===== config.mk =====
export PLATFORM = sky130hd
export DESIGN_NAME = fetch_queue_unit
export DESIGN_NICKNAME = d
export VERILOG_FILES = /design/src/rtl/cpu_pkg.sv /design/src/rtl/fetch_fifo.sv /design/src/rtl/fetch_queue_unit.sv
export SDC_FILE = /design/constraint.sdc
export NUM_CORES = 1
export LEC_CHECK = 0
export ABC_AREA = 1
export CORE_UTILIZATION = 35
export DETAILED_ROUTE_END_ITERATION = 7
export PLACE_DENSITY = 0.65
export SLEW_MARGIN = 0
export SYNTH_ARGS = -nofsm -noshare
export SYNTH_HDL_FRONTEND = slang
export SYNTH_SLANG_ARGS = --single-unit

===== constraint.sdc =====
create_clock -name clk -period 5 [get_ports clk]
set_clock_uncertainty 0.05 [all_clocks]
set_input_delay 1 -clock clk [delete_from_list [all_inputs] [get_ports clk]]
set_output_delay 1 -clock clk [all_outputs]
set_load 0.005 [all_outputs]

===== src/rtl/cpu_pkg.sv =====
// Shared fetch-path types and reset constants.
package cpu_pkg;

  localparam int unsigned ADDR_W = 32;
  localparam int unsigned INST_W = 32;

  localparam logic [ADDR_W-1:0] RESET_PC = 32'hBFC0_0000;

  // One buffered fetch: instruction plus the PC it was fetched from.
  typedef struct packed {
    logic [ADDR_W-1:0] pc;
    logic [INST_W-1:0] inst;
  } fetch_entry_t;

endpackage


===== src/rtl/fetch_fifo.sv =====
// Synchronous FIFO of fetch entries with flush; head is read from registered storage,
// so a pushed entry becomes visible the cycle after the push.
module fetch_fifo
  import cpu_pkg::*;
#(
  parameter int unsigned DEPTH = 4,
  parameter type entry_t = fetch_entry_t
) (
  input  logic                   clk,
  input  logic                   rst,
  input  logic                   push,
  input  logic                   pop,
  input  logic                   flush,
  input  entry_t                 push_data,
  output entry_t                 head,
  output logic [$clog2(DEPTH):0] count
);

  localparam int unsigned PTR_W = $clog2(DEPTH);
  localparam int unsigned CNT_W = PTR_W + 1;

  entry_t             mem [DEPTH];
  logic [PTR_W-1:0]   wr_ptr;
  logic [PTR_W-1:0]   rd_ptr;
  logic [CNT_W-1:0]   cnt;

  // Storage and pointer update; flush wins over a same-cycle push.
  always_ff @(posedge clk) begin
    if (rst) begin
      wr_ptr <= '0;
      rd_ptr <= '0;
      cnt    <= '0;
      for (int i = 0; i < DEPTH; i++) begin
        mem[i] <= '0;
      end
    end else if (flush) begin
      wr_ptr <= '0;
      rd_ptr <= '0;
      cnt    <= '0;
    end else begin
      if (push) begin
        mem[wr_ptr] <= push_data;
        wr_ptr      <= wr_ptr + PTR_W'(1);
      end
      if (pop) begin
        rd_ptr <= rd_ptr + PTR_W'(1);
      end
      cnt <= cnt + CNT_W'(push) - CNT_W'(pop);
    end
  end

  // Upstream credit accounting must never overfill the queue.
  always_ff @(posedge clk) begin
    if (!rst && !flush) begin
      assert (!(push && !pop && (cnt == CNT_W'(DEPTH))));
    end
  end

  assign head  = mem[rd_ptr];
  assign count = cnt;

endmodule


===== src/rtl/fetch_queue_unit.sv =====
// Instruction-fetch stage: owns the PC, issues sequential fetches under a credit limit,
// queues in-order responses for decode and discards stale responses after a redirect.
module fetch_queue_unit
  import cpu_pkg::*;
#(
  parameter int unsigned      ADDR_W   = cpu_pkg::ADDR_W,
  parameter int unsigned      INST_W   = cpu_pkg::INST_W,
  parameter int unsigned      DEPTH    = 4,
  parameter logic [ADDR_W-1:0] RESET_PC = ADDR_W'(cpu_pkg::RESET_PC)
) (
  input  logic              clk,
  input  logic              rst,
  input  logic              exc_valid,
  input  logic [ADDR_W-1:0] exc_addr,
  input  logic              br_valid,
  input  logic [ADDR_W-1:0] br_addr,
  output logic              imem_req_valid,
  input  logic              imem_req_ready,
  output logic [ADDR_W-1:0] imem_req_addr,
  input  logic              imem_rsp_valid,
  input  logic [INST_W-1:0] imem_rsp_data,
  output logic              dec_valid,
  input  logic              dec_ready,
  output logic [ADDR_W-1:0] dec_pc,
  output logic [INST_W-1:0] dec_inst
);

  localparam int unsigned CNT_W = $clog2(DEPTH) + 1;

  typedef struct packed {
    logic [ADDR_W-1:0] pc;
    logic [INST_W-1:0] inst;
  } entry_t;

  logic [ADDR_W-1:0] pc;
  logic [ADDR_W-1:0] rsp_pc;
  logic [ADDR_W-1:0] redir_sel;
  logic [ADDR_W-1:0] target;
  logic [CNT_W-1:0]  inflight;
  logic [CNT_W-1:0]  inflight_next;
  logic [CNT_W-1:0]  stale;
  logic [CNT_W-1:0]  count;
  logic              req_fire;
  logic              redirect;
  logic              push;
  logic              pop;
  entry_t            push_data;
  entry_t            head;

  // Credit check: queued plus outstanding fetches never exceed the queue depth.
  assign imem_req_valid = !rst && (({1'b0, count} + {1'b0, inflight}) < (CNT_W + 1)'(DEPTH));
  assign imem_req_addr  = pc;
  assign req_fire       = imem_req_valid && imem_req_ready;

  // Exception redirect outranks branch; targets are word aligned.
  assign redirect  = exc_valid || br_valid;
  assign redir_sel = exc_valid ? exc_addr : br_addr;
  assign target    = redir_sel & ~ADDR_W'(3);

  assign inflight_next = inflight + CNT_W'(req_fire) - CNT_W'(imem_rsp_valid);

  assign push           = imem_rsp_valid && (stale == '0);
  assign pop            = dec_valid && dec_ready;
  assign push_data.pc   = rsp_pc;
  assign push_data.inst = imem_rsp_data;

  // PC, response PC, outstanding and stale-response bookkeeping.
  always_ff @(posedge clk) begin
    if (rst) begin
      pc       <= RESET_PC;
      rsp_pc   <= RESET_PC;
      inflight <= '0;
      stale    <= '0;
    end else begin
      inflight <= inflight_next;
      if (redirect) begin
        pc     <= target;
        rsp_pc <= target;
        stale  <= inflight_next;
      end else begin
        if (req_fire) begin
          pc <= pc + ADDR_W'(4);
        end
        if (imem_rsp_valid) begin
          if (stale != '0) begin
            stale <= stale - CNT_W'(1);
          end else begin
            rsp_pc <= rsp_pc + ADDR_W'(4);
          end
        end
      end
    end
  end

  // Memory protocol and stale-counter sanity.
  always_ff @(posedge clk) begin
    if (!rst) begin
      assert (!(imem_rsp_valid && (inflight == '0)));
      assert (stale <= inflight);
    end
  end

  fetch_fifo #(
    .DEPTH   (DEPTH),
    .entry_t (entry_t)
  ) u_fifo (
    .clk       (clk),
    .rst       (rst),
    .push      (push),
    .pop       (pop),
    .flush     (redirect),
    .push_data (push_data),
    .head      (head),
    .count     (count)
  );

  assign dec_valid = (count != '0);
  assign dec_pc    = head.pc;
  assign dec_inst  = head.inst;

endmodule


==> results by stage, run 1 <==
Worst setup path:
- The nature of the critical path endpoint is a primary output.
- The top fanout value on the critical path is 108.
- The worst register-to-register path has a depth of 14.
- The critical path start-end classification is reg -> out.
- The endpoint of the most critical register-to-register path is stale[2].
- STA classifies the critical path startpoint as a register.
- The startpoint of the worst-slack reg-to-reg timing path is u_fifo.count[1].
- Across all register-to-register paths, the minimum setup slack is 2.14 ns.
- Data on the critical path is required at its endpoint by 3.95 ns.
- At the worst endpoint, the arrival time is 3.35 ns.

Synthesis:
- Ranked by instance count, the synthesized netlist is headed by sky130_fd_sc_hd__nor2_1, sky130_fd_sc_hd__nand2_1, sky130_fd_sc_hd__edfxtp_1, sky130_fd_sc_hd__o21ai_0, sky130_fd_sc_hd__inv_1.
- Counting flops and latches in the post-synthesis netlist gives 323.
- The mapped netlist covers 16000 um^2.
- The count of mapped cells out of synthesis is 1913.
- The top flip-flop cell by instance count after synthesis is sky130_fd_sc_hd__edfxtp_1.
- In this run the mean area of a mapped cell was 8.36 um^2.
- The warning count from the yosys run is 0.
- The share of synthesized area in the top cell type comes to 46.6%.
- The top cell type by total area after synthesis is sky130_fd_sc_hd__edfxtp_1.
- In the post-synthesis netlist, the cell with the most instances is sky130_fd_sc_hd__nor2_1.
- Counting distinct cell types in the post-synthesis netlist gives 40.
- The fraction of registers with async set or reset after synthesis is 0%.
- In this run, synthesis inferred 248 flip-flops with an integrated enable.
- Ranked by total cell area, the synthesized netlist is headed by sky130_fd_sc_hd__edfxtp_1, sky130_fd_sc_hd__nor2_1, sky130_fd_sc_hd__dfxtp_1.
- The share of the Yosys chip area taken by registers is 55.9%.

STA:
- Setup repair after global routing left no endpoint under its margin.
- The time the final worst path needs with I/O delays and setup is 4.40 ns.
- The part of the cycle the worst path needs is 88.0%.
- Hold timing on the final database bottoms out at a slack of 0.411 ns.
- The transition time at the pin with the least slew margin is 1.10 ns.
- Measured against its own limit, the worst slew margin works out to 26.6%.
- The setup-violating endpoint count in the final report is 0.
- The number of max-slew violations in the final report is 0.
- The final hold violation count is 0.
- The setup total negative slack is 0 ns.
- The highest achievable clock rate is 227 MHz.

Power:
- The post-layout total power is 0.00657 W.
- The cell leakage power is 7.74 nW.
- Power spread over the standard cell area amounts to 335 nW/um^2.
- The worst vdd rail ir drop is 0.189 mV.

Run:
- The number of max-cap violations is 0.

Route:
- The count of nets left with antenna violations once routing finished came out at 0.
- After detailed routing, the total wire length is 45300 um.
- The ratio of routed vias to standard cells is 4.98.
- The violation count after the first detailed-routing iteration is 1048.
- For this run, design rule violations remaining after detail routing come to 0.
- Across all layers, the routed design uses 13402 vias.
- After detailed routing, the average wire length per cell comes to 16.9 um.
- For this run, the detailed router's first-pass iteration total came to 6.

Min path:
- The tightest min-delay check is of the reg -> reg type.
- The cell depth of the worst min-delay path is 2.
- The start point of the worst hold path is u_fifo.rd_ptr[1].

Clocking:
- TritonCTS built the clock tree.
- Buffers added to address setup during post-CTS repair amount to 0.
- Counting the buffers created by CTS gives 38.
- CTS built an H-tree with a depth of 2.
- The tree built by TritonCTS fans out to 323 sinks.
- After clock tree synthesis, the repair step resized 0 gates.
- Hold repair after CTS inserted 0 buffers.
- The register clock-pin slew on the reported worst setup and hold paths is 0.06 ns.
- Clock tree synthesis selected as its root buffer the cell sky130_fd_sc_hd__clkbuf_16.
- The clock latency on the worst-skew pair is 0.53 ns.
- The buffer depth of the longest clock path is 3.

Global route:
- Global routing consumed, over all layers together, 19.2% of the routing resources.
- The via count of the first global-routing pass is 12913.
- The initial antenna violation count was 0.
- The wire length of the first global-routing pass is 70400 um.
- Entering global routing, the biggest net connects 109 pins.
- The total global routing overflow is 0.

Placement:
- Detailed placement ended at an HPWL of 29500 um.
- The weighted congestion reported at the end of routability-driven placement is 0.905.
- The post-placement cell count is 2622.
- The count of buffers added on input and output ports is 192.

Floorplanning:
- Once the floorplan was initialized, standard cells occupied 35.9% of the core.
- From left edge to right edge, the die measures 216 um.
- The floorplan step set the die height to 216 um.
- 201 I/O pins were placed.
- The floorplan has 77 rows.
- The die area is 46600 um^2.
- The core region is 44600 um^2.

Status:
- The flow ran to the end, and the final reports show no timing, DRC or antenna violations.

Layout:
- The area growth from synthesis to layout is 22.7%.
- Fill cells in the final layout number 4392.
- The finished layout holds 2689 standard cells, fillers aside.
- At the end of the flow, the number of nets in the layout was 2185.
- The post-route netlist has 6.06% of its cells at a drive strength greater than 1.
- The count of inserted antenna diode cells is 0.
[stage by stage]
step	util, %	setup WS (ns)	cell area (um^2)
finish	44.0	0.599	19600
global route	44.0	0.375	19600
CTS	44.0	0.500	19600
detailed placement	41.4	1.04	18500
global placement	41.4	1.04	18500
floorplan	-	1.03	16000
[power by group]
group | total, W | switching, W | internal [W]
Clock | 0.00260 | 0.00109 | 0.00151
Combinational | 0.000819 | 0.000490 | 0.000330
Sequential | 0.00316 | 0.000109 | 0.00305
Total | 0.00657 | 0.00169 | 0.00489
[flip-flops by register name, summed over array words and instances (netlist names), named ones only]
register / flops
u_fifo.rd_ptr: 2
stale: 3
u_fifo.wr_ptr: 2
rsp_pc: 30
u_fifo.mem: 248
imem_req_addr: 30
u_fifo.count: 3
inflight: 3
[cell type report]
type | count | area, um^2 | area share [%]
sequential | 323 | 8950 | 45.6
multi-input combinational | 1288 | 5870 | 29.9
timing repair buffer | 215 | 2130 | 10.9
clock buffer | 54 | 1040 | 5.31
inverter | 204 | 769 | 3.92
tap | 592 | 741 | 3.77
clock inverter | 13 | 114 | 0.580
[kinds of logic after synthesis]
group | Yosys count | synth area share [%]
other | 1 | 0.0234
flip-flops | 323 | 55.9
AND/OR/NAND/NOR | 902 | 23.0
adder cells (fa/ha/maj) | 12 | 1.03
XOR/XNOR | 4 | 0.219
AO/OA/AOI/OAI | 366 | 12.3
buffers and inverters | 305 | 7.52
[worst max-delay path by stage]
stage,endpoint,slack (ns),from
floorplan,u_fifo.mem[0][0],1.03,exc_valid
global placement,u_fifo.mem[1][7],1.04,br_valid
detailed placement,u_fifo.mem[1][7],1.04,br_valid
CTS,dec_pc[9],0.50,register
global route,dec_pc[9],0.38,register
finish,dec_pc[9],0.60,register
[metal layers]
layer | vias to the layer above | GRT usage (%) | routed length (um)
li1 | 6604 | - | -
met1 | 6283 | 25.6 | 19700
met2 | 458 | 32.2 | 21500
met3 | 57 | 3.40 | 3310
met4 | 0 | 4.28 | 836
met5 | - | 0 | 0
[worst max-delay path, stage by stage, from the launching register on]
cell and delay [ns]:
sky130_fd_sc_hd__dfxtp_4 0.51, sky130_fd_sc_hd__clkinv_2 0.27, sky130_fd_sc_hd__buf_4 0.84, sky130_fd_sc_hd__o21ai_0 0.20, sky130_fd_sc_hd__o22ai_1 0.32, sky130_fd_sc_hd__clkdlybuf4s50_1 0.57
[cell usage in the layout, fill, tap and decap left out, types with 4 or more instances in the layout]
master | Yosys | layout
sky130_fd_sc_hd__a21oi_1 | 50 | 50
sky130_fd_sc_hd__clkbuf_16 | 0 | 39
sky130_fd_sc_hd__ha_1 | 10 | 10
sky130_fd_sc_hd__or2_2 | 5 | 5
sky130_fd_sc_hd__buf_4 | 4 | 20
sky130_fd_sc_hd__o211ai_1 | 6 | 6
sky130_fd_sc_hd__nand4_1 | 6 | 6
sky130_fd_sc_hd__nand2_1 | 283 | 279
sky130_fd_sc_hd__nor2_1 | 524 | 524
sky130_fd_sc_hd__a31oi_1 | 9 | 9
sky130_fd_sc_hd__nor2_4 | 16 | 16
sky130_fd_sc_hd__clkbuf_1 | 74 | 14
sky130_fd_sc_hd__o22ai_1 | 63 | 63
sky130_fd_sc_hd__nand3_1 | 54 | 54
sky130_fd_sc_hd__clkinv_1 | 1 | 6
sky130_fd_sc_hd__conb_1 | 1 | 4
sky130_fd_sc_hd__clkdlybuf4s50_1 | 0 | 192
sky130_fd_sc_hd__a211oi_1 | 4 | 4
sky130_fd_sc_hd__o21ai_0 | 228 | 228
sky130_fd_sc_hd__dfxtp_1 | 75 | 73
sky130_fd_sc_hd__clkinv_2 | 0 | 4
sky130_fd_sc_hd__nor3_1 | 5 | 5
sky130_fd_sc_hd__inv_2 | 18 | 19
sky130_fd_sc_hd__inv_1 | 184 | 181
sky130_fd_sc_hd__edfxtp_1 | 248 | 248
sky130_fd_sc_hd__nand2_2 | 1 | 5
Power figures use the tool's default switching activity.
==> run 2, diff against run 1 <==
Settings changed: CORE_ASPECT_RATIO set to 1.2.
==> run 2 against run 1 <==
Non-clock buffer count grew 1; hold slack got worse by 0.0039 ns; first-iteration DRC count down 23%; cell area hardly changed; utilization down 0.41 points; largest power group unchanged; critical path depth unchanged; critical endpoint is now dec_pc[14]; setup slack improved by 0.64 ns; global-route usage is 0.39 points higher; power is 0.79% lower; sequential power barely moved; combinational power hardly changed.
==> results by stage, run 2 (synthesis results as in run 1) <==
Worst setup path:
- Setup slack on the worst reg-to-reg path comes out at 2.11 ns.
- The critical path start-end classification is reg -> out.
- The endpoint identified for the worst register-to-register timing path is stale[2].
- The element type at the critical path start is a register.
- The worst setup path is captured at a primary output.
- The data arrival at the endpoint of the critical path is 2.71 ns.
- The startpoint identified for the worst register-to-register timing path is u_fifo.count[1].
- At the worst endpoint, the required time is 3.95 ns.
- Along the worst path, the maximum fanout reaches 66.
- The worst reg-to-reg path cell count is 14.

Placement:
- The weighted congestion reported at the end of routability-driven placement is 0.915.
- Input and output buffers added on the ports amount to 192.
- The number of placed instances, taps included, is 2640.
- Summing all placed instances gives a cell area of 18500 um^2.
- Summed over all nets, the half-perimeter wirelength after detailed placement is 29400 um.

Power:
- VDD sags by at most 0.191 mV.
- The cell leakage power is 7.73 nW.
- Dividing total power by cell area gives a power density of 333 nW/um^2.

Layout:
- The post-route netlist has 6.30% of its cells at a drive strength greater than 1.
- The count of filler cells inserted in the layout is 4450.
- The register with the most flip-flops in the final layout is u_fifo.mem.
- The area growth from synthesis to layout is 22.6%.
- In the final design database the tool counted 2183 nets.
- The final design area excluding fillers is 19600 um^2.
- The library cell used most frequently in the layout, excluding fill and tap cells, is sky130_fd_sc_hd__nor2_1.
- The sequential standard cell area is 8950 um^2.
- The non-filler instance count after layout is 2704.
- The count of inserted antenna diode cells is 0.
- The area occupied by multi-input gates is 5880 um^2.
- The top cell types in the final layout, fill and taps aside, are sky130_fd_sc_hd__nor2_1, sky130_fd_sc_hd__nand2_1, sky130_fd_sc_hd__edfxtp_1.
- The number of flip-flops in the largest register is 248.

STA:
- For the finished layout, the period the worst path requires is 3.76 ns.
- The number of max-slew violations in the final report is 0.
- After layout, the worst path uses 75.3% of the clock period.
- Setup repair after global routing left no endpoint under its margin.
- Headroom to the max-slew limit came out at 37.9%.
- The final hold violation count is 0.
- Final hold analysis gives a worst-case slack of 0.407 ns.
- The setup total negative slack is 0 ns.
- At the pin with the least slew margin, the transition time is 0.932 ns.
- Based on the critical path, the design can be clocked at up to 266 MHz.
- Setup violations remaining at the end of the flow were counted as 0.

Route:
- Dividing the detail-routed via count by the number of cells gives 4.95.
- In this run, the number of DRC markers left after iteration 0 of detailed routing was 804.
- For this run, design rule violations remaining after detail routing come to 0.
- The mean routed wirelength per cell is 16.9 um.
- Summed over all layers, the routed wires come to 45700 um.
- The number of vias in the routed layout is 13375.
- The count of nets left with antenna violations once routing finished came out at 0.
- The first detailed-routing pass took 5 iterations.

Floorplanning:
- The vertical extent of the die is 236 um.
- 201 I/O pins were placed.
- The floorplan has 85 rows.
- The die is 197 um wide.
- Once the floorplan was initialized, standard cells occupied 35.6% of the core.
- The die area is 46600 um^2.
- The core outline area is 45000 um^2.

Global route:
- The wire length of the first global-routing pass is 70700 um.
- Entering global routing, the biggest net connects 81 pins.
- Summed over all layers, the global routing overflow is 0.
- The via count of the first global-routing pass is 13139.
- In the global route stage, overall resource usage came out at 19.6%.
- The initial antenna violation count is 0.

Min path:
- The start point of the worst hold path is u_fifo.rd_ptr[1].
- Counting instances, the worst hold path has a depth of 2.
- The worst hold path class is reg -> reg.

Clocking:
- The tree is rooted in a sky130_fd_sc_hd__clkbuf_16.
- The total of cells resized after clock tree synthesis is 0.
- For this design, the CTS-stage hold fixing added 0 buffers.
- TritonCTS built the clock tree.
- The number of setup buffers added after CTS is 0.
- TritonCTS created 35 clock buffers.
- The buffer depth of the longest clock path is 3.
- The clock latency on the worst-skew pair is 0.52 ns.
- The clock sink count is 323.
- The CTS H-tree depth is 2.
- The register clock-pin slew on the reported worst setup and hold paths is 0.06 ns.

Status:
- The flow ran to the end, and the final reports show no timing, DRC or antenna violations.

Run:
- The number of max-cap violations is 0.
[run 2: changes by cell type in the layout (fill, tap and decap cells not counted), sizes merged]
cell,delta
bufinv,+1
clkinv,+8
buf,+1
clkbuf,-11
inv,-1
[run 2: final cells by class]
| cell class | instances | share of cell area, % |
|---|---|---|
| flip-flops and latches | 323 | 45.7 |
| clock inverters | 21 | 0.874 |
| repair buffers | 216 | 10.8 |
| multi-input cells | 1288 | 30.0 |
| clock buffers | 43 | 4.88 |
| inverters | 204 | 3.92 |
| well taps | 609 | 3.89 |
[run 2: critical path, cell delays in order, from the launching register on]
cell	delay (ns)
sky130_fd_sc_hd__dfxtp_4	0.46
sky130_fd_sc_hd__clkinv_2	0.09
sky130_fd_sc_hd__buf_4	0.53
sky130_fd_sc_hd__o21ai_0	0.17
sky130_fd_sc_hd__o22ai_1	0.32
sky130_fd_sc_hd__clkdlybuf4s50_1	0.57
[run 2: how the worst max path moves through the flow]
stage,depth (start not counted),startpoint,to
floorplan,12,exc_valid,u_fifo.mem[0][0]
global placement,11,br_valid,u_fifo.mem[0][27]
detailed placement,11,br_valid,u_fifo.mem[0][23]
CTS,5,register,dec_pc[14]
global route,5,register,dec_pc[9]
finish,5,register,dec_pc[14]
[run 2: per-layer routing]
layer	global-route usage, %	up-vias	wire, um
met5	0	-	0
met4	6.18	0	1250
met3	3.22	64	3150
met2	34.5	443	22500
met1	24.2	6272	18800
li1	-	6596	-
[run 2: power by group]
part | internal (W) | switching (W) | leakage, nW
sequential | 0.00305 | 0.000108 | 3.19
clock | 0.00147 | 0.00108 | 0.556
combinational | 0.000330 | 0.000487 | 3.99
[run 2: per-stage QoR]
step | util, % | setup slack, ns | power (W)
after global routing | 43.6 | 1.07 | 0.00680
after CTS | 43.6 | 1.14 | 0.00659
after floorplan | - | 1.03 | 0.00363
final | 43.6 | 1.24 | 0.00652
after detailed placement | 41.1 | 0.837 | 0.00403
after global placement | 41.1 | 0.878 | 0.00401
==> run 3, diff against run 2 <==
Settings changed: PLACE_DENSITY 0.65 to 0.67.
Clock period 5 ns to 3.1 ns, I/O delays scaled along.
==> run 3 against run 2 <==
Setup slack got worse by 1.1 ns; via count rose by 1.7%; register-to-register slack got worse by 1.6 ns; combinational power rose by 71%; sequential power rose by 62%; first-iteration DRC count rose by 12%; sequential cell count did not move; global-route usage fell by 0.098 points; cell area rose by 2.8%; highest routed layer unchanged.
==> results by stage, run 3 (synthesis results as in run 1) <==
STA:
- Setup repair after global routing left no endpoint under its margin.
- Headroom to the max-slew limit came out at 52.6%.
- The highest achievable clock rate is 335 MHz.
- In the final timing run, aggregate negative setup slack is 0 ns.
- The transition time at the pin with the least slew margin is 0.704 ns.
- The final hold violation count was 0.
- The setup-violating endpoint count in the final report is 0.
- Dividing the final minimum period by the clock period gives 96.2%.
- The number of max-slew violations in the final report is 0.
- The worst path needs 2.98 ns of the cycle, external delays included.

Global route:
- The first global-routing pass estimated 70300 um of wire.
- The overall routing resource usage is 19.5%.
- The initial antenna violation count came to 0.
- The largest net degree at the start of global routing is 81.
- The total global routing overflow is 0.
- The via count of the first global-routing pass came to 12906.

Worst setup path:
- The critical path's top delay family is buffers and inverters.
- The critical path start-end classification is reg -> out.
- The stage delay of the slowest cell on the critical path is 0.57 ns.
- The required time at the endpoint of the critical path is 2.43 ns.
- The number of gates on the worst path with buffers counted is 5.
- The data arrival at the endpoint of the critical path is 2.31 ns.
- The element type at the critical path start is a register.
- For the worst flop-to-flop path, the logic depth is 14.
- The cell at the slowest stage of the critical path is sky130_fd_sc_hd__clkdlybuf4s50_1.
- The nature of the critical path endpoint is a primary output.
- The critical path goes through clkinv_2, buf_16, o21ai_0, o22ai_1, clkdlybuf4s50_1.
- The critical path contains buffers and inverters numbering 3 combined.
- Along the worst path, the maximum fanout reaches 74.

Status:
- The run finished with clean final reports.

Route:
- For this run, the detailed router's first-pass iteration total came to 5.
- For this run, design rule violations remaining after detail routing come to 0.
- The ratio of routed vias to standard cells is 4.98.
- The total wire length is 46600 um.
- In this run, the number of DRC markers left after iteration 0 of detailed routing was 900.
- The number of vias in the routed layout is 13599.
- The mean routed wirelength per cell is 17.1 um.
- The post-detailed-route count of antenna-violating nets is 0.

Layout:
- At the end of the flow, the number of nets in the layout was 2207.
- Cells fill 44.8% of the core in the end.
- The top cell types in the final layout, fill and taps aside, are sky130_fd_sc_hd__nor2_1, sky130_fd_sc_hd__nand2_1, sky130_fd_sc_hd__edfxtp_1.
- The area growth from synthesis to layout is 26.0%.
- For this run, the number of standard cells in the final layout without fillers is 2728.
- The register with the most flip-flops in the layout has 248 of them.
- The number of antenna diodes in the final layout is 0.
- The fraction of final layout cells sized beyond drive strength 1 is 7.50%.
- The register with the highest flop count is u_fifo.mem.
- Leaving out fill and tap cells, the most frequent cell in the layout is sky130_fd_sc_hd__nor2_1.
- The final design area excluding fillers is 20200 um^2.

Floorplanning:
- The floorplan step set the die width to 197 um.
- The die area is 46600 um^2.
- The I/O pin total is 201.
- The starting utilization of the core area is 35.6%.
- Row generation in the floorplan step produced 85 rows.
- The core region is 45000 um^2.
- The vertical extent of the die is 236 um.

Placement:
- Detailed placement finished with a half-perimeter wire length of 29800 um.
- The weighted congestion reported at the end of routability-driven placement is 0.906.
- The number of buffers inserted by port buffering is 192.
- Once placement completed, the tool counted placed cells totaling 2660.
- The cell area after placement is 18800 um^2.

Clocking:
- In this run the clock root is driven by a sky130_fd_sc_hd__clkbuf_16.
- The H-tree was split into 2 levels.
- The clock latency on the worst-skew pair is 0.52 ns.
- TritonCTS built the clock tree.
- The clock sink count is 323.
- The number of buffers created by CTS is 35.
- The register clock-pin slew on the reported worst setup and hold paths is 0.06 ns.
- In this run the deepest clock path goes through 3 buffers.

Power:
- The worst vdd rail ir drop is 0.298 mV.
- Power spread over the standard cell area amounts to 539 nW/um^2.
- The cell leakage power is 7.99 nW.
- The post-layout total power is 0.0109 W.

Run:
- Max-cap violations in this run came to 0.

Min path:
- The worst hold path class is reg -> reg.
- The cell depth of the worst min-delay path is 1.
run 3: cell types whose count changed in the layout (fill, tap and decap cells not counted), sizes merged:
cell / change
bufinv: +4
bufbuf: +1
clkbuf: +3
clkinvlp: -1
inv: -1
buf: +21
clkinv: -3
run 3: per-layer routing:
metal	global-route usage, %	vias to the layer above	part of all wire, %	routed length (um)
met1	24.2	6410	42	19400
met3	3.03	73	6.0	2800
met5	0	-	0	0
met4	6.67	0	2.9	1360
met2	34.1	473	50	23100
li1	-	6643	-	-
run 3: worst paths after layout:
kind	start	end	slack (ns)
setup / recovery	register	dec_pc[30]	0.12
hold reg to reg	u_fifo.rd_ptr[0]	register	0.43
hold / removal	u_fifo.rd_ptr[0]	register	0.43
setup reg to reg	u_fifo.count[1]	stale[2]	0.48
run 3: metrics by stage:
stage	hold WS [ns]	setup WS [ns]
after CTS	0.429	0.000659
after global placement	0.405	0.0683
after global routing	0.461	0.00946
final	0.428	0.117
after floorplan	0.386	0.0975
after detailed placement	0.422	0.0610
run 3: where the power goes:
| group | internal [W] | switching [W] | leakage [nW] | total (W) |
|---|---|---|---|---|
| Clock | 0.00266 | 0.00171 | 0.588 | 0.00437 |
| Sequential | 0.00491 | 0.000174 | 3.19 | 0.00509 |
| Combinational | 0.000587 | 0.000808 | 4.22 | 0.00140 |
run 3: what timing repair did:
| action | in CTS | in global routing |
|---|---|---|
| gates cloned | 1 | 1 |
| pin swaps | 0 | 0 |
| resized for setup | 3 | 4 |
| buffers inserted | 0 | 2 |
| setup endpoints to repair | 12 | 16 |
| hold buffers | 0 | 0 |
run 3: area by class of cell:
class	count	area, um^2
clock buffer	44	941
clock inverter	20	258
fill	4421	24800
inverter	204	769
multi-input combinational	1288	5910
sequential	323	8950
tap	609	762
timing repair buffer	240	2560
